**src/rtl/rni_misc_pkg.sv**
```systemverilog
// Purpose : shared one-hot helpers for RNI control blocks (rotate-left, one-hot -> binary).
// Latency : pure functions, no state.
// Backpressure : not applicable.
// Contents: MAX_W / MAX_LOG2_W bounds, onehot_rotl1(), onehot_encode().
package rni_misc_pkg;

  // Upper bound on vector width handled by the helpers; callers pass their real width.
  localparam int MAX_W      = 64;
  localparam int MAX_LOG2_W = $clog2(MAX_W);

  // Rotate a w-bit one-hot vector left by one; bit w-1 wraps to bit 0.
  function automatic logic [MAX_W-1:0] onehot_rotl1(input logic [MAX_W-1:0] v,
                                                    input int unsigned w);
    logic [MAX_W-1:0] r;
    r = '0;
    for (int i = 1; i < MAX_W; i++) begin
      if (i < w) r[i] = v[i-1];
    end
    r[0] = v[w-1];
    return r;
  endfunction

  // Binary index of the set bit in a w-bit one-hot vector (0 for an all-zero vector).
  function automatic logic [MAX_LOG2_W-1:0] onehot_encode(input logic [MAX_W-1:0] v,
                                                          input int unsigned w);
    logic [MAX_LOG2_W-1:0] idx;
    idx = '0;
    for (int i = 0; i < MAX_W; i++) begin
      if ((i < w) && v[i]) idx = idx | MAX_LOG2_W'(i);
    end
    return idx;
  endfunction

endpackage

```
**src/rtl/rni_sel_bit_from_vec.sv**
```systemverilog
// Purpose : first-one selector starting at a one-hot pointer, wrapping to bit 0.
// Latency : combinational.
// Backpressure : none; output follows inputs every cycle.
// Ports: req_vec (candidates), start_dec (one-hot start), found (any candidate), sel_dec (one-hot pick).
module rni_sel_bit_from_vec #(
  parameter int VEC_WIDTH = 8
) (
  input  logic [VEC_WIDTH-1:0] req_vec,
  input  logic [VEC_WIDTH-1:0] start_dec,
  output logic                 found,
  output logic [VEC_WIDTH-1:0] sel_dec
);

  logic [VEC_WIDTH-1:0] hi_mask;
  logic [VEC_WIDTH-1:0] masked;
  logic [VEC_WIDTH-1:0] hi_pick;
  logic [VEC_WIDTH-1:0] lo_pick;

  always_comb begin
    // start_dec - 1 sets every bit below the pointer; invert to keep bits at/above it.
    hi_mask = ~(start_dec - VEC_WIDTH'(1));
    masked  = req_vec & hi_mask;
    // x & -x isolates the lowest set bit.
    hi_pick = masked & (~masked + VEC_WIDTH'(1));
    lo_pick = req_vec & (~req_vec + VEC_WIDTH'(1));
    sel_dec = (|masked) ? hi_pick : lo_pick;
    found   = |req_vec;
  end

endmodule

```
**src/rtl/rni_rr_arb_ctl.sv**
```systemverilog
// Purpose : registered round-robin grant controller for RNI request/retry queues.
// Latency : request into an empty slot -> grant_vld one cycle later; one grant per cycle when streaming.
// Backpressure : grant held stable until a beat with grant_last is accepted; pointer moves only then.
// Ports: clk, rst_n (sync, active-low), req_vec, grant_rdy, grant_last,
//        grant_vld, grant_dec (one-hot), grant_idx (binary), arb_ptr (one-hot start pointer).
module rni_rr_arb_ctl
  import rni_misc_pkg::*;
#(
  parameter  int VEC_WIDTH      = 8,
  localparam int VEC_LOG2_WIDTH = $clog2(VEC_WIDTH)
) (
  input  logic                      clk,
  input  logic                      rst_n,
  input  logic [VEC_WIDTH-1:0]      req_vec,
  input  logic                      grant_rdy,
  input  logic                      grant_last,
  output logic                      grant_vld,
  output logic [VEC_WIDTH-1:0]      grant_dec,
  output logic [VEC_LOG2_WIDTH-1:0] grant_idx,
  output logic [VEC_WIDTH-1:0]      arb_ptr
);

  logic                 beat;
  logic                 done;
  logic                 hold;
  logic [VEC_WIDTH-1:0] ptr_nxt;
  logic [VEC_WIDTH-1:0] req_eff;
  logic                 found;
  logic [VEC_WIDTH-1:0] sel_dec;

  always_comb begin
    beat    = grant_vld & grant_rdy;
    done    = beat & grant_last;
    hold    = grant_vld & ~done;
    ptr_nxt = done ? VEC_WIDTH'(onehot_rotl1(MAX_W'(grant_dec), VEC_WIDTH)) : arb_ptr;
    // The requester completing this cycle is masked out of this cycle's reload.
    req_eff = req_vec & ~(done ? grant_dec : '0);
  end

  rni_sel_bit_from_vec #(
    .VEC_WIDTH (VEC_WIDTH)
  ) u_sel (
    .req_vec   (req_eff),
    .start_dec (ptr_nxt),
    .found     (found),
    .sel_dec   (sel_dec)
  );

  always_ff @(posedge clk) begin
    if (!rst_n) begin
      grant_vld <= 1'b0;
      grant_dec <= '0;
      grant_idx <= '0;
      arb_ptr   <= VEC_WIDTH'(1);
    end else begin
      arb_ptr <= ptr_nxt;
      if (!hold) begin
        grant_vld <= found;
        grant_dec <= sel_dec;
        grant_idx <= VEC_LOG2_WIDTH'(onehot_encode(MAX_W'(sel_dec), VEC_WIDTH));
      end
    end
  end

endmodule

```
**config.mk**
```make
export PLATFORM = sky130hd
export DESIGN_NAME = rni_rr_arb_ctl
export DESIGN_NICKNAME = d
export VERILOG_FILES = /design/src/rtl/rni_misc_pkg.sv /design/src/rtl/rni_sel_bit_from_vec.sv /design/src/rtl/rni_rr_arb_ctl.sv
export SDC_FILE = /design/constraint.sdc
export NUM_CORES = 1
export LEC_CHECK = 0
export ABC_AREA = 0
export CORE_ASPECT_RATIO = 1.75
export CORE_MARGIN = 5
export CORE_UTILIZATION = 44
export CTS_CLUSTER_DIAMETER = 40
export DETAILED_ROUTE_END_ITERATION = 10
export GPL_ROUTABILITY_DRIVEN = 0
export MAX_ROUTING_LAYER = met4
export PLACE_DENSITY = 0.75
export SETUP_SLACK_MARGIN = 0.4
export SLEW_MARGIN = 30
export SYNTH_ARGS = -nofsm -noshare
export SYNTH_HDL_FRONTEND = slang
export SYNTH_SLANG_ARGS = --single-unit
export TNS_END_PERCENT = 1
```
**constraint.sdc**
```tcl
create_clock -name clk -period 3.2 [get_ports clk]
set_input_delay 0.48 -clock clk [delete_from_list [all_inputs] [get_ports clk]]
set_output_delay 0.48 -clock clk [all_outputs]
set_load 0.01 [all_outputs]
```
Word level (Yosys, flattened, before mapping)
Cells that the tools add are included.
{"block": "totals", "reg_bits": 20, "inputBits": 12, "output_inout_bits": 20}
{"block": "classes", "addsub": 3, "muxes": 10, "bitwise_logic": 12, "n_reduce_logical": 2}
{"op": "$and A8 B8 Y8", "n": 4}
{"op": "$not A8 Y8", "n": 4}
{"op": "$mux W8", "n": 3}
{"op": "$add A8 B1 Y8 const B", "n": 2}
{"op": "$reduce_or A8 Y1", "n": 2}
{"op": "$mux W3", "n": 4}
{"op": "$sub A8 B1 Y8 const B", "n": 1}
{"op": "$mux W2", "n": 2}
{"op": "$and A1 B1 Y1", "n": 3}
{"op": "$mux W1", "n": 1}
{"op": "$not A1 Y1", "n": 1}

Depth between registers and ports, before layout
{"block": "logic_depth", "ltp_word": 17, "ltp_mapped": 14}

Cells and area by module
Synthesis repeated with hierarchy kept, for this count alone.
{"block": "hier_totals", "hier_cells": 156, "hier_area_um2": 1360.1}
{"mod": "rni_rr_arb_ctl", "instances": 1, "cells_each": 100, "area_per_inst_um2": 958.4, "seq_area_each_um2": 400.4}
{"mod": "rni_sel_bit_from_vec", "instances": 1, "cells_each": 56, "area_per_inst_um2": 401.6, "seq_area_each_um2": 0.0}

Worst setup path before layout
Ideal clock, no wire load.
{"block": "synth_timing", "path_type": "in2reg", "startpoint": "input port grant_rdy", "endpoint": "register grant_dec[2]", "t_arrival_ps": 3231, "t_required_ps": 3133, "setup_slack_ps": -98, "cell_stages": 14, "path_buffers": 3, "path_cell_list": "buf_6 nand3_1 clkbuf_1 a21boi_1 ha_1 buf_2 xnor2_1 a221o_1 a21o_1 a211oi_2 a21boi_4 a31oi_1 or3_1 a21oi_2"}
{"block": "synth_between", "elab_chain_cells": 10, "word_cells_on_any_way": 19, "cone_classes": "add/sub (3); mux (3); bitwise (12); reduce/logical (1)"}
{"element": "start: declaration", "line_no": "rni_rr_arb_ctl.sv:15", "text": "input logic grant_rdy,"}
{"element": "$and A1 B1 Y1 (*)", "line_no": "rni_rr_arb_ctl.sv:32", "text": "beat = grant_vld & grant_rdy;"}
{"element": "$and A1 B1 Y1 (*)", "line_no": "rni_rr_arb_ctl.sv:33", "text": "done = beat & grant_last;"}
{"element": "$mux W8, on equally long branches", "line_no": "rni_rr_arb_ctl.sv:35, rni_rr_arb_ctl.sv:37"}
{"element": "$sub A8 B1 Y8 or $not A8 Y8 (tied branches)", "line_no": "rni_sel_bit_from_vec.sv:21, rni_rr_arb_ctl.sv:37"}
{"element": "$not A8 Y8 or $and A8 B8 Y8 (tied branches)", "line_no": "rni_sel_bit_from_vec.sv:21, rni_rr_arb_ctl.sv:37"}
{"element": "$and A8 B8 Y8", "line_no": "rni_sel_bit_from_vec.sv:22", "text": "masked = req_vec & hi_mask;"}
{"element": "$not A8 Y8", "line_no": "rni_sel_bit_from_vec.sv:24", "text": "hi_pick = masked & (~masked + VEC_WIDTH'(1));"}
{"element": "$add A8 B1 Y8", "line_no": "rni_sel_bit_from_vec.sv:24"}
{"element": "$and A8 B8 Y8", "line_no": "rni_sel_bit_from_vec.sv:24"}
{"element": "$mux W8", "line_no": "rni_sel_bit_from_vec.sv:26", "text": "sel_dec = (|masked) ? hi_pick : lo_pick;"}
{"element": "end signal: assignment", "line_no": "rni_rr_arb_ctl.sv:59", "text": "grant_dec <= sel_dec;"}
{"element": "end: declaration", "line_no": "rni_rr_arb_ctl.sv:18", "text": "output logic [VEC_WIDTH-1:0] grant_dec,"}
Every way passes the cells marked *; elsewhere a longest branch is shown, timed or not.
A chain may end at the register's enable or synchronous reset.

Worst setup path after layout
{"block": "layout_timing", "startpoint": "register grant_vld", "endpoint": "register grant_dec[0]"}
{"block": "layout_between", "elab_chain_cells": 10, "word_cells_on_any_way": 19, "cone_classes": "add/sub (3); mux (3); bitwise (12); reduce/logical (1)"}
{"element": "start: declaration", "line_no": "rni_rr_arb_ctl.sv:17", "text": "output logic grant_vld,"}
{"element": "start signal: assignment", "line_no": "rni_rr_arb_ctl.sv:58", "text": "grant_vld <= found;"}
{"element": "$and A1 B1 Y1", "line_no": "rni_rr_arb_ctl.sv:32"}
{"element": "$and A1 B1 Y1", "line_no": "rni_rr_arb_ctl.sv:33"}
{"element": "$mux W8, on equally long branches", "line_no": "rni_rr_arb_ctl.sv:35, rni_rr_arb_ctl.sv:37"}
{"element": "$sub A8 B1 Y8 or $not A8 Y8 (tied branches)", "line_no": "rni_sel_bit_from_vec.sv:21, rni_rr_arb_ctl.sv:37"}
{"element": "$not A8 Y8 or $and A8 B8 Y8 (tied branches)", "line_no": "rni_sel_bit_from_vec.sv:21, rni_rr_arb_ctl.sv:37"}
{"element": "$and A8 B8 Y8", "line_no": "rni_sel_bit_from_vec.sv:22"}
{"element": "$not A8 Y8", "line_no": "rni_sel_bit_from_vec.sv:24"}
{"element": "$add A8 B1 Y8", "line_no": "rni_sel_bit_from_vec.sv:24"}
{"element": "$and A8 B8 Y8", "line_no": "rni_sel_bit_from_vec.sv:24"}
{"element": "$mux W8", "line_no": "rni_sel_bit_from_vec.sv:26"}
Parallel ways exist; a longest one is shown, timed or not.

==> flow_summary.yaml <==
worst_setup_path:
  path_max_fanout: 7
  cp_data_arrival_time_ps: 2890
  worstPathCellList: "nand4_1, a21boi_4, ha_4, xnor2_1, a221o_1, a21o_1, a211oi_2, a21boi_4, buf_4, nand2_1, a211o_1, a21oi_1"
  cpPeakStageDelay_ps: 400
  cp-start-kind: "register"
  crit_path_end_kind: "register"
  worstSetupPathType: "register to register"
  path_delay_family: "compound AO/OA/AOI/OAI gates"
  worst_path_max_delay_cell: "dfxtp_4"
  critical_path_buf_inv_count: 1
  critical_path_required_ps: 3390
  reg2reg_depth: 12
  cp_common_cell: "a21boi_4"
  critical_path_depth: 12
synth:
  synth_seq_cells: 20
  synthAdderAreaFrac: 0.00952
  synthSimpleGateAreaFrac: 0.276
  synthesis.nets: 182
  synth-compound-area-share: 0.261
  synth_flop_cell: "dfxtp_1"
  ys_warn_count: 0
  synth_edf_count: 0
  yosysSeqAreaShare: 0.305
  synth.area.mux_share: 0.0229
  synth_xor_area_frac: 0.0733
  ys_types: 45
  syn_inst: 169
  synth_top_family_by_area: "simple AND/OR/NAND/NOR gates"
  syn_area_um2: 1310
  async_flop_share: 0
  avgSynthCellArea_um2: 7.77
clocking:
  numCtsBuffers: 3
  clk_latency_ps: 270
  cts_sinks: 20
  h-tree-depth: 1
  cts_tree: "built"
  root_buffer: "clkbuf_8"
  cts_buffer_depth: 2
  clk_pin_slew_ps: 80
cells_and_area:
  drive_gt1_frac: 0.189
  final_core_util: 0.648
  area_delta_synth_final_pct: 42.8
  fin_area_um2: 1880
  num_antenna_cells: 0
  layout.nets: 231
power:
  sw_frac_of_total: 0.296
  ir_worst_vdd_mv: 0.266
  seqPwrFrac: 0.419
  p_int_uw: 463
  power_leakage_uw: 0.000748
  p_comb_frac: 0.281
  powerDensity_nw_per_um2: 350
  clkPwrFrac: 0.300
  switchingPower_uw: 194
  power.total_uw: 657
routing:
  vias_per_cell: 6.12
  drt_iter0_markers: 54
  detail_route.wl_per_cell_um: 17.3
  first_pass_iters: 4
  vias: 1500
  ant_nets: 0
  routed_wl_um: 4240
  drc: 0
timing:
  worstMarginPinSlew_ps: 555
  period_share: 0.845
  rsz0062_at_grt: "false"
  holdWs_ps: 485
  slew_headroom: 0.629
  min_period_ps: 2700
  hold_viol: 0
  setup_viol: 0
  fin_skew_ps: 6.78
  max_freq_mhz: 370
  slew_viol_final: 0
placement:
  dp_hpwl_um: 3100
  placed_cell_area_um2: 1760
  port_buffers: 31
floorplanning:
  fp.coreArea_um2: 2900
  num_rows: 26
  die-height_um: 82.3
  start_util: 0.454
  ios: 32
  die_area_um2: 4220
  die_w_um: 51.3
run_status:
  status: "finished clean"
grt:
  grtUsageTotal: 0.220
  grt_pass1_vias: 1506
  grt_pass1_wl_um: 6890
  grt_overflow: 0
  grt_max_degree: 16
  antenna_found_initial: 0
job:
  max_cap_violations: 0
hold_path:
  min_path_type: "register to register"
  hold_path_depth: 2
==> through the flow <==
stage / worst slack, ps / setup TNS [ps] / std cells
floorplan: 289 / 0 / 169
global placement: -147 / -550 / 235
detailed placement: -249 / -1480 / 235
CTS: 402 / 0 / 241
global route: 374 / 0 / 245
finish: 497 / 0 / 245
==> cell families after synthesis <==
| group | count (synthesis) |
|---|---|
| compound gates | 48 |
| xor+xnor | 11 |
| fa+ha+maj | 1 |
| buf+inv | 12 |
| flops | 20 |
| mux | 3 |
| simple gates | 74 |
==> worst min-delay path: cells and delay by family (launching register included) <==
family / cells / cell delay [ps]
DFF: 1 / 340
and+or+nand+nor: 1 / 60
AOI/OAI and AO/OA: 1 / 50
==> sequential cells by signal, indices dropped and copies added (netlist names) <==
register / cells
grant_vld: 1
grant_dec: 8
grant_idx: 3
arb_ptr: 8
==> layout make-up <==
| type | instances | area (um^2) |
|---|---|---|
| fill | 256 | 1020 |
| multi-input combinational | 137 | 902 |
| timing repair buffer | 53 | 465 |
| sequential | 20 | 407 |
| clock buffer | 4 | 55.1 |
| tap | 28 | 35.0 |
| inverter | 3 | 11.3 |
==> cells in the mapped netlist (2+ instances only) <==
cell	count	area, um^2
nand4_1	6	37.5
nand2_1	26	97.6
a21boi_0	4	30.0
a31oi_1	5	31.3
a211o_1	2	17.5
dfxtp_1	20	400
nand3b_1	2	15.0
xnor2_1	9	78.8
a41oi_1	2	17.5
clkbuf_1	4	15.0
xor2_1	2	17.5
and2_1	3	18.8
o21a_1	3	22.5
nand3_1	3	15.0
inv_1	3	11.3
nor3b_1	4	30.0
and3_1	4	25.0
nor2_1	14	52.6
a211oi_1	3	22.5
o21ai_0	6	30.0
nor3_1	6	30.0
a21oi_1	11	55.1
mux2i_1	3	30.0
buf_6	3	33.8
==> power by group through the flow <==
stage | Sequential (uW) | Clock, uW | Combinational (uW)
after detailed placement | 281 | 0 | 171
after floorplan | 279 | 0 | 101
after global placement | 280 | 0 | 168
after global routing | 277 | 213 | 199
after CTS | 275 | 200 | 177
final | 275 | 197 | 185
==> layer usage <==
metal	vias to the layer above	global-route usage	routed length (um)
met4	0	0.113	159
li1	711	-	-
met1	713	0.235	1670
met2	58	0.393	2180
met5	-	-	0
met3	18	0.0287	228
==> path summary, 6_finish.rpt <==
path,slack (ps),endpoint,start
min reg2reg,490,grant_dec[0]$_SDFFE_PN0N_,grant_dec[0]$_SDFFE_PN0N_
min,490,grant_dec[0]$_SDFFE_PN0N_,grant_dec[0]$_SDFFE_PN0N_
max reg2reg,500,grant_dec[0]$_SDFFE_PN0N_,grant_vld$_SDFFE_PN0N_
max,500,grant_dec[0]$_SDFFE_PN0N_,grant_vld$_SDFFE_PN0N_
==> layout by cell type, fill, tap and decap left out, types with 2 or more instances in the layout <==
master           instances
a211o_1                  2
a211oi_1                 3
a21boi_0                 3
a21boi_4                 3
a21oi_1                 11
a31oi_1                  5
a41oi_1                  2
and2_1                   3
and3_1                   4
buf_4                   22
clkbuf_2                 2
clkbuf_8                 4
clkdlybuf4s50_1         29
dfxtp_1                 17
dfxtp_2                  2
inv_1                    3
mux2i_1                  3
nand2_1                 26
nand3_1                  2
nand3b_1                 2
nand4_1                  6
nor2_1                  14
nor3_1                   6
nor3b_1                  2
nor3b_2                  2
o21a_1                   3
o21ai_0                  6
xnor2_1                  9
xor2_1                   2
==> what timing repair did <==
action | CTS | global route
endpoints found under the setup margin | 11 | 9
endpoints found under the hold margin | 0 | 0
gates resized for setup | 6 | 9
pin swaps | 0 | 4
setup buffers | 2 | 4
hold buffers | 0 | 0
Power figures use the tool's default switching activity.
